File: src/rtl/alu_seq_if.sv
// alu_seq_if -- bundle of the request, ALU and write-back signals of the
// ALU sequencer.
//
// Signal groups:
//   request    : req_valid, req_ready, req_op, req_a, req_b, req_dst
//   ALU side   : alu_a, alu_b, alu_op, alu_en (driven), alu_res, alu_zero, alu_carry (returned)
//   write-back : wb_valid, wb_addr, wb_data
//   status     : flag_z, flag_c, busy
//
// Modports:
//   slave  : the sequencer (alu_seq_ctrl)
//   master : the environment (decode stage, ALU and register bank)
interface alu_seq_if #(
    parameter int ADDR_W = 5
);
    logic              req_valid;
    logic              req_ready;
    logic [3:0]        req_op;
    logic [31:0]       req_a;
    logic [31:0]       req_b;
    logic [ADDR_W-1:0] req_dst;

    logic [31:0]       alu_a;
    logic [31:0]       alu_b;
    logic [3:0]        alu_op;
    logic              alu_en;
    logic [31:0]       alu_res;
    logic              alu_zero;
    logic              alu_carry;

    logic              wb_valid;
    logic [ADDR_W-1:0] wb_addr;
    logic [31:0]       wb_data;

    logic              flag_z;
    logic              flag_c;
    logic              busy;

    modport slave (
        input  req_valid, req_op, req_a, req_b, req_dst,
        input  alu_res, alu_zero, alu_carry,
        output req_ready,
        output alu_a, alu_b, alu_op, alu_en,
        output wb_valid, wb_addr, wb_data,
        output flag_z, flag_c, busy
    );

    modport master (
        output req_valid, req_op, req_a, req_b, req_dst,
        output alu_res, alu_zero, alu_carry,
        input  req_ready,
        input  alu_a, alu_b, alu_op, alu_en,
        input  wb_valid, wb_addr, wb_data,
        input  flag_z, flag_c, busy
    );
endinterface

File: src/rtl/alu_seq_ctrl.sv
// alu_seq_ctrl -- sequencer in front of a 32-bit, shift-by-one ALU.
//
// Accepts one operation request, drives the ALU operands/opcode/enable,
// captures the ALU result and flags, and issues a single-cycle register-bank
// write-back. Multi-bit shifts (SLA/SRA/SRL by req_b[SHAMT_W-1:0]) are
// executed as a chain of one-bit ALU passes, one per cycle.
//
// Ports:
//   clk   : clock, rising edge
//   rst_n : asynchronous active-low reset
//   bus   : alu_seq_if.slave -- request handshake, ALU drive/return,
//           write-back strobe/address/data, flags and busy
//
// Build option:
//   ALU_SEQ_FWD_EN : when defined, a new request is also accepted in the
//                    write-back cycle, so back-to-back non-shift ops retire
//                    every 2 cycles instead of every 3.
module alu_seq_ctrl #(
    parameter int ADDR_W  = 5,
    parameter int SHAMT_W = 5
) (
    input  logic     clk,
    input  logic     rst_n,
    alu_seq_if.slave bus
);
    localparam logic [3:0]         OP_ADD  = 4'd1;
    localparam logic [3:0]         OP_SLA  = 4'd7;
    localparam logic [3:0]         OP_SRA  = 4'd8;
    localparam logic [3:0]         OP_SRL  = 4'd9;
    localparam logic [SHAMT_W-1:0] CNT_ONE = SHAMT_W'(1);

    typedef enum logic [1:0] {
        IDLE,
        EXEC,
        SHIFT,
        WB
    } state_t;

    state_t state_q, state_d;

    // alu_a_q doubles as the shift accumulator: each SHIFT cycle feeds the
    // previous one-bit result back as the next operand.
    logic [31:0]        alu_a_q;
    logic [31:0]        alu_b_q;
    logic [3:0]         alu_op_q;
    logic [ADDR_W-1:0]  dst_q;
    logic [SHAMT_W-1:0] cnt_q;
    logic [31:0]        res_q;
    logic               flag_z_q;
    logic               flag_c_q;

    logic               ready;
    logic               alu_en;
    logic               wb_valid;
    logic               busy;
    logic               accept;
    logic               req_shift;
    logic               last_alu;
    logic [SHAMT_W-1:0] req_shamt;

    assign req_shamt = bus.req_b[SHAMT_W-1:0];
    assign req_shift = (bus.req_op == OP_SLA) || (bus.req_op == OP_SRA) ||
                       (bus.req_op == OP_SRL);
    assign accept    = bus.req_valid && ready;

    // Final ALU pass of the current op: its result and flags are the ones
    // written back.
    assign last_alu  = (state_q == EXEC) ||
                       ((state_q == SHIFT) && (cnt_q <= CNT_ONE));

    // State register
    always_ff @(posedge clk or negedge rst_n) begin
        if (!rst_n) begin
            state_q <= IDLE;
        end else begin
            state_q <= state_d;
        end
    end

    // Next-state logic
    always_comb begin
        state_d = state_q;
        case (state_q)
            IDLE, WB: begin
                if (accept) begin
                    state_d = req_shift ? SHIFT : EXEC;
                end else begin
                    state_d = IDLE;
                end
            end
            EXEC: begin
                state_d = WB;
            end
            SHIFT: begin
                if (cnt_q > CNT_ONE) begin
                    state_d = SHIFT;
                end else begin
                    state_d = WB;
                end
            end
            default: begin
                state_d = IDLE;
            end
        endcase
    end

    // Output logic
    always_comb begin
        ready    = 1'b0;
        alu_en   = 1'b0;
        wb_valid = 1'b0;
        busy     = 1'b1;
        case (state_q)
            IDLE: begin
                ready = 1'b1;
                busy  = 1'b0;
            end
            EXEC, SHIFT: begin
                alu_en = 1'b1;
            end
            WB: begin
                wb_valid = 1'b1;
`ifdef ALU_SEQ_FWD_EN
                ready    = 1'b1;
`else
                ready    = 1'b0;
`endif
            end
            default: begin
                busy = 1'b0;
            end
        endcase
    end

    // Operand, counter, result and flag registers
    always_ff @(posedge clk or negedge rst_n) begin
        if (!rst_n) begin
            alu_a_q  <= '0;
            alu_b_q  <= '0;
            alu_op_q <= '0;
            dst_q    <= '0;
            cnt_q    <= '0;
            res_q    <= '0;
            flag_z_q <= 1'b0;
            flag_c_q <= 1'b0;
        end else begin
            if (accept) begin
                alu_a_q  <= bus.req_a;
                alu_op_q <= bus.req_op;
                dst_q    <= bus.req_dst;
                cnt_q    <= req_shamt;
                // A zero shift count still makes one ALU pass, with a
                // shift distance of 0 so the result is operand A.
                alu_b_q  <= req_shift ? {31'd0, (req_shamt != '0)} : bus.req_b;
            end else if (state_q == SHIFT) begin
                alu_a_q <= bus.alu_res;
                if (cnt_q > CNT_ONE) begin
                    cnt_q <= cnt_q - CNT_ONE;
                end
            end

            if (last_alu) begin
                res_q    <= bus.alu_res;
                flag_z_q <= bus.alu_zero;
                // The ALU may report a carry for other ops (borrow, shifted
                // out bit); only an ADD carry-out is architecturally visible.
                flag_c_q <= bus.alu_carry && (alu_op_q == OP_ADD);
            end
        end
    end

    assign bus.req_ready = ready;
    assign bus.alu_a     = alu_a_q;
    assign bus.alu_b     = alu_b_q;
    assign bus.alu_op    = alu_op_q;
    assign bus.alu_en    = alu_en;
    assign bus.wb_valid  = wb_valid;
    assign bus.wb_addr   = dst_q;
    assign bus.wb_data   = res_q;
    assign bus.flag_z    = flag_z_q;
    assign bus.flag_c    = flag_c_q;
    assign bus.busy      = busy;

endmodule

File: src/flat_wrapper.sv
// flat-port wrapper written by rule: the top's interface ports become plain ports
module alu_seq_ctrl_flat 
#(
    parameter int ADDR_W  = 5,
    parameter int SHAMT_W = 5
)
  (clk, rst_n, bus_req_valid, bus_req_op, bus_req_a, bus_req_b, bus_req_dst, bus_alu_res, bus_alu_zero, bus_alu_carry, bus_req_ready, bus_alu_a, bus_alu_b, bus_alu_op, bus_alu_en, bus_wb_valid, bus_wb_addr, bus_wb_data, bus_flag_z, bus_flag_c, bus_busy);
  alu_seq_if #(.ADDR_W(ADDR_W)) bus_i ();
  input  logic clk;
  input  logic rst_n;
  input wire logic [$bits(bus_i.req_valid)-1:0] bus_req_valid;
  input wire logic [$bits(bus_i.req_op)-1:0] bus_req_op;
  input wire logic [$bits(bus_i.req_a)-1:0] bus_req_a;
  input wire logic [$bits(bus_i.req_b)-1:0] bus_req_b;
  input wire logic [$bits(bus_i.req_dst)-1:0] bus_req_dst;
  input wire logic [$bits(bus_i.alu_res)-1:0] bus_alu_res;
  input wire logic [$bits(bus_i.alu_zero)-1:0] bus_alu_zero;
  input wire logic [$bits(bus_i.alu_carry)-1:0] bus_alu_carry;
  output wire logic [$bits(bus_i.req_ready)-1:0] bus_req_ready;
  output wire logic [$bits(bus_i.alu_a)-1:0] bus_alu_a;
  output wire logic [$bits(bus_i.alu_b)-1:0] bus_alu_b;
  output wire logic [$bits(bus_i.alu_op)-1:0] bus_alu_op;
  output wire logic [$bits(bus_i.alu_en)-1:0] bus_alu_en;
  output wire logic [$bits(bus_i.wb_valid)-1:0] bus_wb_valid;
  output wire logic [$bits(bus_i.wb_addr)-1:0] bus_wb_addr;
  output wire logic [$bits(bus_i.wb_data)-1:0] bus_wb_data;
  output wire logic [$bits(bus_i.flag_z)-1:0] bus_flag_z;
  output wire logic [$bits(bus_i.flag_c)-1:0] bus_flag_c;
  output wire logic [$bits(bus_i.busy)-1:0] bus_busy;
  assign bus_i.req_valid = bus_req_valid;
  assign bus_i.req_op = bus_req_op;
  assign bus_i.req_a = bus_req_a;
  assign bus_i.req_b = bus_req_b;
  assign bus_i.req_dst = bus_req_dst;
  assign bus_i.alu_res = bus_alu_res;
  assign bus_i.alu_zero = bus_alu_zero;
  assign bus_i.alu_carry = bus_alu_carry;
  assign bus_req_ready = bus_i.req_ready;
  assign bus_alu_a = bus_i.alu_a;
  assign bus_alu_b = bus_i.alu_b;
  assign bus_alu_op = bus_i.alu_op;
  assign bus_alu_en = bus_i.alu_en;
  assign bus_wb_valid = bus_i.wb_valid;
  assign bus_wb_addr = bus_i.wb_addr;
  assign bus_wb_data = bus_i.wb_data;
  assign bus_flag_z = bus_i.flag_z;
  assign bus_flag_c = bus_i.flag_c;
  assign bus_busy = bus_i.busy;
  alu_seq_ctrl #(.ADDR_W(ADDR_W), .SHAMT_W(SHAMT_W)) u_core (.clk(clk), .rst_n(rst_n), .bus(bus_i));
endmodule
File: config.mk
export PLATFORM = sky130hd
export DESIGN_NAME = alu_seq_ctrl_flat
export DESIGN_NICKNAME = d
export VERILOG_FILES = /design/src/rtl/alu_seq_if.sv /design/src/rtl/alu_seq_ctrl.sv /design/src/flat_wrapper.sv
export SDC_FILE = /design/constraint.sdc
export NUM_CORES = 1
export LEC_CHECK = 0
export CAP_MARGIN = 20
export CORE_ASPECT_RATIO = 1.75
export CORE_MARGIN = 2
export CORE_UTILIZATION = 44
export DETAILED_ROUTE_END_ITERATION = 10
export HOLD_SLACK_MARGIN = 0.02
export PLACE_DENSITY_LB_ADDON = 0.3
export SETUP_SLACK_MARGIN = 0.3
export SYNTH_ARGS = -nofsm -noshare
export SYNTH_HDL_FRONTEND = slang
export SYNTH_SLANG_ARGS = --single-unit
File: constraint.sdc
create_clock -name clk -period 3.52 [get_ports clk]
set_input_delay 0.704 -clock clk [delete_from_list [all_inputs] [get_ports clk]]
set_output_delay 0.704 -clock clk [all_outputs]
set_load 0.1 [all_outputs]
==> Word level (Yosys, flattened, before mapping) <==
Index checks and enable logic that the tools add are counted.
{ "op_classes": {"eq_ne": 7, "add_sub_neg": 1, "n_reduce_logical": 13, "order_cmp": 2, "n_mux": 14} }
{ "ops": {"columns": ["op", "n"], "rows": [
  ["two-way mux 32 bit", 3],
  ["two-way mux 5 bit", 3],
  ["== test 4 bit (second input constant)", 2],
  ["case mux 2 bit (3 select lines)", 1],
  ["greater-than comparator 5 x 1 -> 1 bit (second input constant)", 1],
  ["less-or-equal comparator 5 x 1 -> 1 bit (second input constant)", 1],
  ["two-way mux 1 bit", 5],
  ["nonzero test 5 bit", 1],
  ["subtractor 5 x 1 -> 5 bit (second input constant)", 1],
  ["== test 2 bit (second input constant)", 2],
  ["== test 4 x 1 -> 1 bit (second input constant)", 1],
  ["== test 4 x 3 -> 1 bit (second input constant)", 1],
  ["two-way mux 2 bit", 2],
  ["nonzero test 2 bit", 2],
  ["OR reduction 2 bit", 2],
  ["logical AND 1 bit", 3],
  ["logical OR 1 bit", 3],
  ["== test 2 x 1 -> 1 bit (second input constant)", 1],
  ["zero test 2 bit", 1],
  ["AND reduction 2 bit", 1]
]} }
{ "word_totals": {"inputBits": 110, "regBits": 114, "out_inout_bits": 111, "elab_cells": 46} }

==> Depth between registers and ports, before layout <==
Gate-level depths: netlist of run 1.
{ "logic_depth": {"word_depth": 6, "ltp_mapped": 7, "mapped_depth_nobuf": 6} }

==> Least setup slack after synthesis of run 1 <==
OpenSTA, ideal clock, no wires.
{ "synth_timing": {"kind": "reg-to-output", "start": "register u_core.state_q[0]", "end": "output bus_busy", "required_ns": 2.816, "stages_incl_launch_ff": 4, "path_slack_ns": 0.780, "n_path_buf": 0, "arrival_ns": 2.036, "cell_sequence": "dfrtp_1 -> inv_1 -> ha_1 -> inv_1"} }
{ "synth_between": {"elab_chain_cells": 2} }
{ "synth_rtl": {"columns": ["element", "line_no", "rtl"], "rows": [
  ["start, declared", "alu_seq_ctrl.sv:39", "state_t state_q, state_d;"],
  ["start signal, assigned", "alu_seq_ctrl.sv:76", "state_q <= state_d;"],
  ["zero test 2 bit", "alu_seq_ctrl.sv:113", "case (state_q)"],
  ["two-way mux 1 bit", "alu_seq_ctrl.sv:113", null],
  ["end, declared", "flat_wrapper.sv:29", "output wire logic [$bits(bus_i.busy)-1:0] bus_busy;"]
]} }
Every way passes these cells.

==> Worst setup path in the final report of run 1 <==
{ "layout_timing": {"start": "register u_core.alu_op_q[3], in the netlist u_core.bus.alu_op[3]", "end": "output bus_alu_op[3]"} }
{ "layout_rtl": {"columns": ["element", "line_no", "rtl"], "rows": [
  ["start, declared", "alu_seq_ctrl.sv:45", "logic [3:0] alu_op_q;"],
  ["start signal, assigned", "alu_seq_ctrl.sv:149", "alu_op_q <= bus.req_op;"],
  ["end, declared", "flat_wrapper.sv:22", "output wire logic [$bits(bus_i.alu_op)-1:0] bus_alu_op;"]
]} }
No word-level cell between the ends.

==> impl_metrics.json, run 1 <==
{
  "status": "complete, no violations",
  "track_usage": 0.226,
  "syn_avg_cell_area_um2": 13.0,
  "synth_nets": 477,
  "drtPass1Iterations": 4,
  "viasPerCell": 5.15,
  "grt_pass1_wl_mm": 19.5,
  "finalCritPeriodShare": 0.756,
  "synth_top_area_cell": "dfrtp_1",
  "yosysWarnings": 0,
  "netlist_area_um2": 4700,
  "routedWlPerCell_um": 17.3,
  "hold_buffers": 0,
  "setup-violations-final": 0,
  "drive_above_1_share": 0.156,
  "grt-ovfl-total": 0,
  "ant_nets": 0,
  "async_flop_share": 1.00,
  "synth_flop_cell": "dfrtp_1",
  "hpwl_mm": 8.83,
  "clkTransAtPathRegs_ns": 0.05,
  "ys_seq_elements": 114,
  "final-seq-area_um2": 2850,
  "worstMarginPinSlew_ns": 1.02,
  "min_period_ns": 2.66,
  "synth_cell_types": 34,
  "area_growth_pct": 63.0,
  "cts_tree": "done",
  "worstSetupPathType": "reg2out",
  "multi_input_area_um2": 1730,
  "die_y_um": 141,
  "clk_path_buf_depth": 2,
  "clock_latency_ns": 0.40,
  "finClkSkew_ns": 0.00863,
  "setup-tns-final_ns": 0,
  "cts_root_buf": "clkbuf_16",
  "max_freq_ghz": 0.376,
  "cpPeakStageDelay_ns": 1.16,
  "min_path_type": "in2async",
  "cts_resized": 0,
  "layout.nets": 699,
  "dr_total_vias": 3741,
  "slew_violations": 0,
  "endpoint_kind": "output pin",
  "remaining_drc_errors": 0,
  "max_slew_margin": 0.315,
  "crit_family": "buffers and inverters",
  "rsz0062_at_grt": "false",
  "synth_top_area_frac": 0.607,
  "synth_edf_count": 0,
  "cts.sinks": 114,
  "row_count": 50,
  "first_global_vias": 4068,
  "syn_inst": 361,
  "slowest_stage": "clkdlybuf4s50_1",
  "postCtsSetupBuffers": 0,
  "die_w_um": 82.2,
  "die_area_um2": 11600,
  "io_pins": 221,
  "worstPathBufferInverterCount": 1,
  "crit_required_ns": 2.82,
  "port_buffers": 220,
  "grt_start_max_net_pins": 73,
  "drt_wl_total_mm": 12.6,
  "ctsHtreeMaxLevel": 4,
  "path_max_fanout": 3,
  "worstPathArrival_ns": 1.96,
  "numCtsBuffers": 17,
  "start_util": 0.445,
  "first_iter_violations": 104,
  "crit_chain": "clkdlybuf4s50_1",
  "core_area_um2": 10600,
  "grt_antenna_before_repair": 1,
  "synth_area_leaders": "dfrtp_1 (61%), mux2_2 (9.6%), mux2i_1 (6.8%)",
  "nFillCells": 734,
  "yosysSeqAreaShare": 0.607,
  "cp-start-kind": "flip-flop",
  "hold_viol": 0,
  "drv_cap": 0,
  "gp_congestion": 0.824
}
-- worst paths after layout --
kind | start | end | slack, ns | cells past startpoint
setup / recovery | u_core.bus.alu_op[3]$_DFFE_PN0P_ | bus_alu_op[3] | 0.86 | 1
hold / removal | rst_n | u_core.bus.wb_addr[2]$_DFFE_PN0P_ | 0.38 | 1
setup reg to reg | u_core.cnt_q[0]$_DFFE_PN0P_ | u_core.bus.wb_data[1]$_DFFE_PN0P_ | 1.45 | 5
hold reg to reg | u_core.bus.flag_c$_DFFE_PN0P_ | u_core.bus.flag_c$_DFFE_PN0P_ | 0.49 | 2
max in group asynchronous | rst_n | u_core.state_q[1]$_DFF_PN0_ | 2.38 | 2
min in group clk | u_core.bus.flag_c$_DFFE_PN0P_ | u_core.bus.flag_c$_DFFE_PN0P_ | 0.49 | 2
-- stage by stage --
stage	hold slack, ns	util	instance area [um^2]	std cells	worst slack (ns)
2_1_floorplan	0.408	-	4700	361	0.780
3_5_place_dp	0.487	0.662	7000	694	0.989
5_1_grt	0.430	0.725	7670	727	0.831
6_report	0.376	0.725	7670	727	0.857
3_3_place_gp	0.468	0.662	7000	694	1.04
4_1_cts	0.400	0.725	7670	726	0.843
-- kinds of logic after synthesis --
kind of cell,Yosys count,synth area share
multiplexers,74,0.169
AO/OA/AOI/OAI,84,0.123
XOR/XNOR,1,0.00186
flip-flops,114,0.607
buffers and inverters,28,0.0301
AND/OR/NAND/NOR,54,0.0535
adder cells (fa/ha/maj),6,0.0160
-- area by class of cell --
type / count / share of cell area
multi-input cells: 219 / 0.225
inverters: 6 / 0.00294
clock buffers: 23 / 0.0636
repair buffers: 225 / 0.292
diodes: 1 / 0.000326
flip-flops and latches: 114 / 0.372
clock inverters: 9 / 0.0228
well taps: 130 / 0.0212
-- routing by layer --
layer  up-vias  part of all wire  global-route usage
li1       1738                 -                   -
met1      1820              0.36               0.231
met2       158              0.55               0.409
met3        25             0.063              0.0653
met4         0             0.032               0.101
met5         -                 0                   0
-- flip-flops by register name, indices dropped and copies added, names as in the netlist --
signal	flops
u_core.bus.alu_op	4
u_core.bus.flag_z	1
u_core.bus.alu_b	32
u_core.bus.alu_a	32
u_core.state_q	2
u_core.bus.flag_c	1
u_core.bus.wb_data	32
u_core.cnt_q	5
u_core.bus.wb_addr	5
-- cells in the mapped netlist, types with 2 or more instances --
library cell,instances
dfrtp_1,114
a21oi_1,40
mux2_2,40
nor2_1,37
mux2i_1,32
a22o_1,31
buf_2,8
clkbuf_1,7
nand2_1,7
ha_1,6
inv_1,6
buf_1,3
buf_6,3
o21ai_0,3
a21boi_0,2
mux2_1,2
nor4b_1,2
or2_2,2
-- cells in the final DEF, fill, tap and decap left out, drive strengths merged, types with 3 or more instances in the layout --
cell and count:
mux2i 32, inv 6, buf 15, o21ai 3, dfrtp 114, nor2 37, mux2 42, a22o 31
a21oi 40, ha 6, bufinv 5, clkbuf 23, nand2 7, clkdlybuf4s50 210
Power of run 1 is not shown: default switching activity piles up to over one toggle a cycle in this logic, so the estimate is an artifact.
==> run 2: changes to the inputs <==
--- a/config.mk
+++ b/config.mk
@@ -8,7 +8,7 @@
 export CAP_MARGIN = 20
 export CORE_ASPECT_RATIO = 1.75
 export CORE_MARGIN = 2
-export CORE_UTILIZATION = 44
+export CORE_UTILIZATION = 41
 export DETAILED_ROUTE_END_ITERATION = 10
 export HOLD_SLACK_MARGIN = 0.02
 export PLACE_DENSITY_LB_ADDON = 0.3
==> constraint.sdc (replaced) <==
create_clock -name clk -period 2.5 [get_ports clk]
set_input_delay 0.5 -clock clk [delete_from_list [all_inputs] [get_ports clk]]
set_output_delay 0.5 -clock clk [all_outputs]
set_load 0.1 [all_outputs]
==> run 2 against run 1 <==
Net effect: final cell count is 0.83% higher; routed wire length shrank 0.45%; highest routed layer unchanged; design area fell by 2.5%; die area rose by 7.0%; first-iteration DRC count rose by 44%; clock-buffer cell count shrank 1.
==> impl_metrics.json, run 2 (synthesis gave the netlist of run 1 again) <==
{
  "grt-ovfl-total": 0,
  "crit_start": "u_core.state_q[1]$_DFF_PN0_",
  "port_buffers": 220,
  "min_path_type": "in2async",
  "drtPass1Iterations": 5,
  "clkTransAtPathRegs_ns": 0.05,
  "dr_total_vias": 3798,
  "dpl_worst_slack_ns": 0.457,
  "path_max_fanout": 4,
  "r2r_start": "u_core.cnt_q[1]$_DFFE_PN0P_",
  "gp_congestion": 0.832,
  "area_growth_pct": 59.0,
  "drv_cap": 0,
  "ctsHtreeMaxLevel": 4,
  "endpoint_kind": "output pin",
  "layout.nets": 704,
  "clk_path_buf_depth": 2,
  "die_area_um2": 12400,
  "min_period_ns": 2.00,
  "die_w_um": 85.0,
  "cts.sinks": 114,
  "finalCritPeriodShare": 0.800,
  "hold_buffers": 0,
  "cpPeakStageDelay_ns": 0.37,
  "setup-violations-final": 0,
  "numCtsBuffers": 17,
  "grt_antenna_before_repair": 0,
  "worstPathArrival_ns": 1.50,
  "drive_above_1_share": 0.334,
  "core_area_um2": 11200,
  "ant_nets": 0,
  "place_area_um2": 6800,
  "crit_family": "buffers and inverters",
  "max_slew_margin": 0.610,
  "cts_resized": 0,
  "diodes": 0,
  "mostFrequentLayoutCells": "buf_4 (119), dfrtp_1 (114), clkdlybuf4s50_1 (108)",
  "cts_tree": "done",
  "setup_ws_ns": 0.499,
  "reg2reg_depth": 6,
  "routedWlPerCell_um": 17.1,
  "crit_chain": "inv_1 > ha_2 > buf_4",
  "endpoint": "bus_alu_en",
  "finClkSkew_ns": 0.0108,
  "whs_ns": 0.0424,
  "r2r_end": "u_core.bus.wb_data[4]$_DFFE_PN0P_",
  "row_count": 51,
  "io_pins": 221,
  "clock_latency_ns": 0.40,
  "first_iter_violations": 150,
  "slew_violations": 0,
  "crit_required_ns": 2.00,
  "slowest_stage": "dfrtp_1",
  "stdcell_area_um2": 7480,
  "hpwl_mm": 9.18,
  "track_usage": 0.208,
  "hold_viol": 0,
  "drt_wl_total_mm": 12.5,
  "remaining_drc_errors": 0,
  "status": "complete, no violations",
  "setup-tns-final_ns": 0,
  "die_y_um": 146,
  "postCtsSetupBuffers": 0,
  "first_global_vias": 4067,
  "mostFrequentLayoutCell": "buf_4",
  "viasPerCell": 5.18,
  "cp-start-kind": "flip-flop",
  "rsz0062_at_grt": "false",
  "worstPathBufferInverterCount": 2,
  "cts_root_buf": "clkbuf_16",
  "grt_start_max_net_pins": 58,
  "r2r_slack_ns": 0.54,
  "cp_num_cells": 3,
  "worstMarginPinSlew_ns": 0.585,
  "grt_pass1_wl_mm": 20.2,
  "start_util": 0.421,
  "worstSetupPathType": "reg2out",
  "max_freq_ghz": 0.500
}
-- run 2: cell type report --
class	instances	area [um^2]
flip-flops and latches	114	2850
inverters	6	22.5
clock buffers	22	474
multi-input cells	219	1730
fillers	851	3690
clock inverters	10	203
repair buffers	230	2030
well taps	132	165
-- run 2: per-layer routing --
metal	track usage	vias to the layer above	share of wire
li1	-	1750	-
met1	0.221	1853	0.35
met2	0.366	165	0.56
met3	0.0533	30	0.057
met4	0.111	0	0.038
met5	0	-	0
-- run 2: worst min path at each step --
stage | end | slack (ns) | cells after the start | from
after floorplan | u_core.bus.alu_a[0]$_DFFE_PN0P_ | 0.20 | 0 | rst_n
after global placement | u_core.bus.flag_c$_DFFE_PN0P_ | 0.47 | 2 | u_core.bus.flag_c$_DFFE_PN0P_
after detailed placement | u_core.bus.wb_addr[3]$_DFFE_PN0P_ | 0.48 | 1 | rst_n
after CTS | u_core.bus.wb_addr[3]$_DFFE_PN0P_ | 0.05 | 1 | rst_n
after global routing | u_core.bus.flag_z$_DFFE_PN0P_ | 0.07 | 1 | rst_n
final | u_core.bus.wb_addr[3]$_DFFE_PN0P_ | 0.04 | 1 | rst_n
-- run 2: worst reg2reg max path: cells and delay by family, from the launching register on --
kind / cells / cell delay [ns]
mux: 1 / 0.40
flops: 1 / 0.40
fa+ha+maj: 1 / 0.19
buf+inv: 2 / 0.44
compound gates: 2 / 0.41
-- run 2: through the flow --
stage	utilization	instances
5_1_grt	0.670	733
2_1_floorplan	-	361
3_5_place_dp	0.609	701
3_3_place_gp	0.609	701
6_report	0.670	733
4_1_cts	0.670	733
Power of run 2 is left out for the same reason.
==> run 3: changes to the inputs <==
--- a/config.mk
+++ b/config.mk
@@ -8,7 +8,7 @@
 export CAP_MARGIN = 20
 export CORE_ASPECT_RATIO = 1.75
 export CORE_MARGIN = 2
-export CORE_UTILIZATION = 41
+export CORE_UTILIZATION = 37
 export DETAILED_ROUTE_END_ITERATION = 10
 export HOLD_SLACK_MARGIN = 0.02
 export PLACE_DENSITY_LB_ADDON = 0.3
==> constraint.sdc (replaced) <==
create_clock -name clk -period 1.8 [get_ports clk]
set_input_delay 0.36 -clock clk [delete_from_list [all_inputs] [get_ports clk]]
set_output_delay 0.36 -clock clk [all_outputs]
set_load 0.1 [all_outputs]
==> run 3 against run 2 <==
Net effect: the run now ends with negative hold slack left; sequential cell count unchanged; non-clock buffer count rose by 39; hold slack worse by 0.046 ns; sequential share of layout area decreased by 9.2 points; design area increased by 32%; clock skew down 0.0028 ns; via count increased by 8.8%; global-route usage is 0.21 points higher; die area grew 10%; routed wire length rose by 40%; register-to-register slack worse by 0.47 ns.
==> impl_metrics.json, run 3 (synthesis gave the netlist of run 1 again) <==
{
  "setup-tns-final_ns": 0,
  "multi_input_area_um2": 2080,
  "slowest_stage": "dfrtp_1",
  "grt_antenna_before_repair": 0,
  "first_iter_violations": 135,
  "mostFrequentLayoutCell": "buf_12",
  "area_growth_pct": 110,
  "slew_violations": 0,
  "finish.utilization": 0.794,
  "core_area_um2": 12400,
  "worstSetupPathType": "reg2reg",
  "die_w_um": 89.2,
  "stdcell_count": 807,
  "gp_congestion": 0.746,
  "viasPerCell": 5.12,
  "place_inst": 741,
  "track_usage": 0.210,
  "nFillCells": 729,
  "worstPathArrival_ns": 2.01,
  "layout.nets": 743,
  "ant_nets": 0,
  "rsz0062_at_grt": "true",
  "die_y_um": 153,
  "first_global_vias": 4275,
  "crit_family": "buffers and inverters",
  "hold_viol": 2,
  "stdcell_area_um2": 9870,
  "start_util": 0.378,
  "finalCritPeriodShare": 0.960,
  "io_pins": 221,
  "finClkSkew_ns": 0.00799,
  "crit_required_ns": 2.08,
  "worstMarginPinSlew_ns": 0.630,
  "cts.sinks": 114,
  "routedWlPerCell_um": 21.7,
  "row_count": 54,
  "port_buffers": 220,
  "diodes": 0,
  "grt_pass1_wl_mm": 21.6,
  "violations": "negative hold slack",
  "remaining_drc_errors": 0,
  "cp-start-kind": "flip-flop",
  "grt-ovfl-total": 0,
  "status": "complete, but fails checks",
  "place_area_um2": 8330,
  "final-seq-area_um2": 2850,
  "path_max_fanout": 5,
  "mostFrequentLayoutCells": "buf_12 (119), dfrtp_1 (114), clkdlybuf4s50_1 (108)",
  "cts_root_buf": "clkbuf_16",
  "hold_buffers": 0,
  "clock_latency_ns": 0.41,
  "dr_total_vias": 4132,
  "hpwl_mm": 10.1,
  "drtPass1Iterations": 4,
  "cpPeakStageDelay_ns": 0.39,
  "worstPathBufferInverterCount": 3,
  "crit_chain": "buf_4 > ha_1 > a31oi_4 > buf_6 > buf_12 > mux2_2",
  "ctsHtreeMaxLevel": 4,
  "endpoint_kind": "flip-flop",
  "drive_above_1_share": 0.443,
  "max_slew_margin": 0.580,
  "setup-violations-final": 0,
  "drt_wl_total_mm": 17.5,
  "whs_ns": -0.00321,
  "grt_start_max_net_pins": 115,
  "clkTransAtPathRegs_ns": 0.06,
  "numCtsBuffers": 17,
  "min_period_ns": 1.73,
  "cts_tree": "done",
  "max_freq_ghz": 0.579,
  "die_area_um2": 13700,
  "drv_cap": 0,
  "min_path_type": "in2async",
  "clk_path_buf_depth": 2
}
## run 3: cell count changes in the layout (fill, tap and decap cells not counted), moves of 5 or more
| cell | delta |
|---|---|
| a21oi_1 | -8 |
| buf_4 | -105 |
| nor2_1 | -22 |
| nor2_4 | +17 |
| buf_6 | +9 |
| buf_12 | +116 |
| clkbuf_16 | +13 |
| mux2_4 | +25 |
| nor2_2 | +5 |
| a21oi_2 | +8 |
| mux2_2 | -24 |
## run 3: path summary, 6_finish.rpt
check                                         startpoint                                  to  slack (ns)  cells past startpoint
setup / recovery             u_core.state_q[0]$_DFF_PN0_  u_core.bus.wb_data[14]$_DFFE_PN0P_        0.07                      6
hold / removal                                     rst_n    u_core.bus.alu_b[13]$_DFFE_PN0P_      -0.003                      2
setup reg to reg             u_core.state_q[0]$_DFF_PN0_  u_core.bus.wb_data[14]$_DFFE_PN0P_        0.07                      6
hold reg to reg            u_core.bus.flag_c$_DFFE_PN0P_       u_core.bus.flag_c$_DFFE_PN0P_        0.56                      2
max in group asynchronous                          rst_n  u_core.bus.wb_data[10]$_DFFE_PN0P_        1.30                      2
min in group clk                           bus_alu_carry       u_core.bus.flag_c$_DFFE_PN0P_        0.51                      3
## run 3: metal layers
metal | global-route usage | wire [um] | share of wire | vias up
met1 | 0.209 | 5760 | 0.33 | 2073
met3 | 0.0718 | 959 | 0.055 | 45
met2 | 0.376 | 10100 | 0.58 | 184
met4 | 0.0945 | 695 | 0.040 | 0
met5 | 0 | 0 | 0 | -
li1 | - | - | - | 1830
## run 3: layout make-up
type	instances	share of cell area
Multi-Input combinational cell	219	0.211
Tap cell	168	0.0213
Clock inverter	12	0.0137
Clock buffer	19	0.0449
Timing Repair Buffer	269	0.418
Sequential cell	114	0.289
Inverter	6	0.00228
## run 3: stage by stage
step / setup slack [ns] / hold slack [ns]
4_1_cts: 0.0950 / 0.0510
5_1_grt: 0.0116 / 0.0761
3_3_place_gp: 0.0200 / 0.480
6_report: 0.0722 / -0.00321
3_5_place_dp: -0.0528 / 0.490
2_1_floorplan: 0.0701 / 0.0644
## run 3: what timing repair did
item / 4_1_cts / 5_1_grt
hold endpoints to repair: 0 / 0
setup buffers: 3 / 14
pin swaps: 1 / 6
gates resized for setup: 5 / 104
endpoints found under the setup margin: 85 / 115
gates cloned: 0 / 18
Power of run 3 is left out for the same reason.
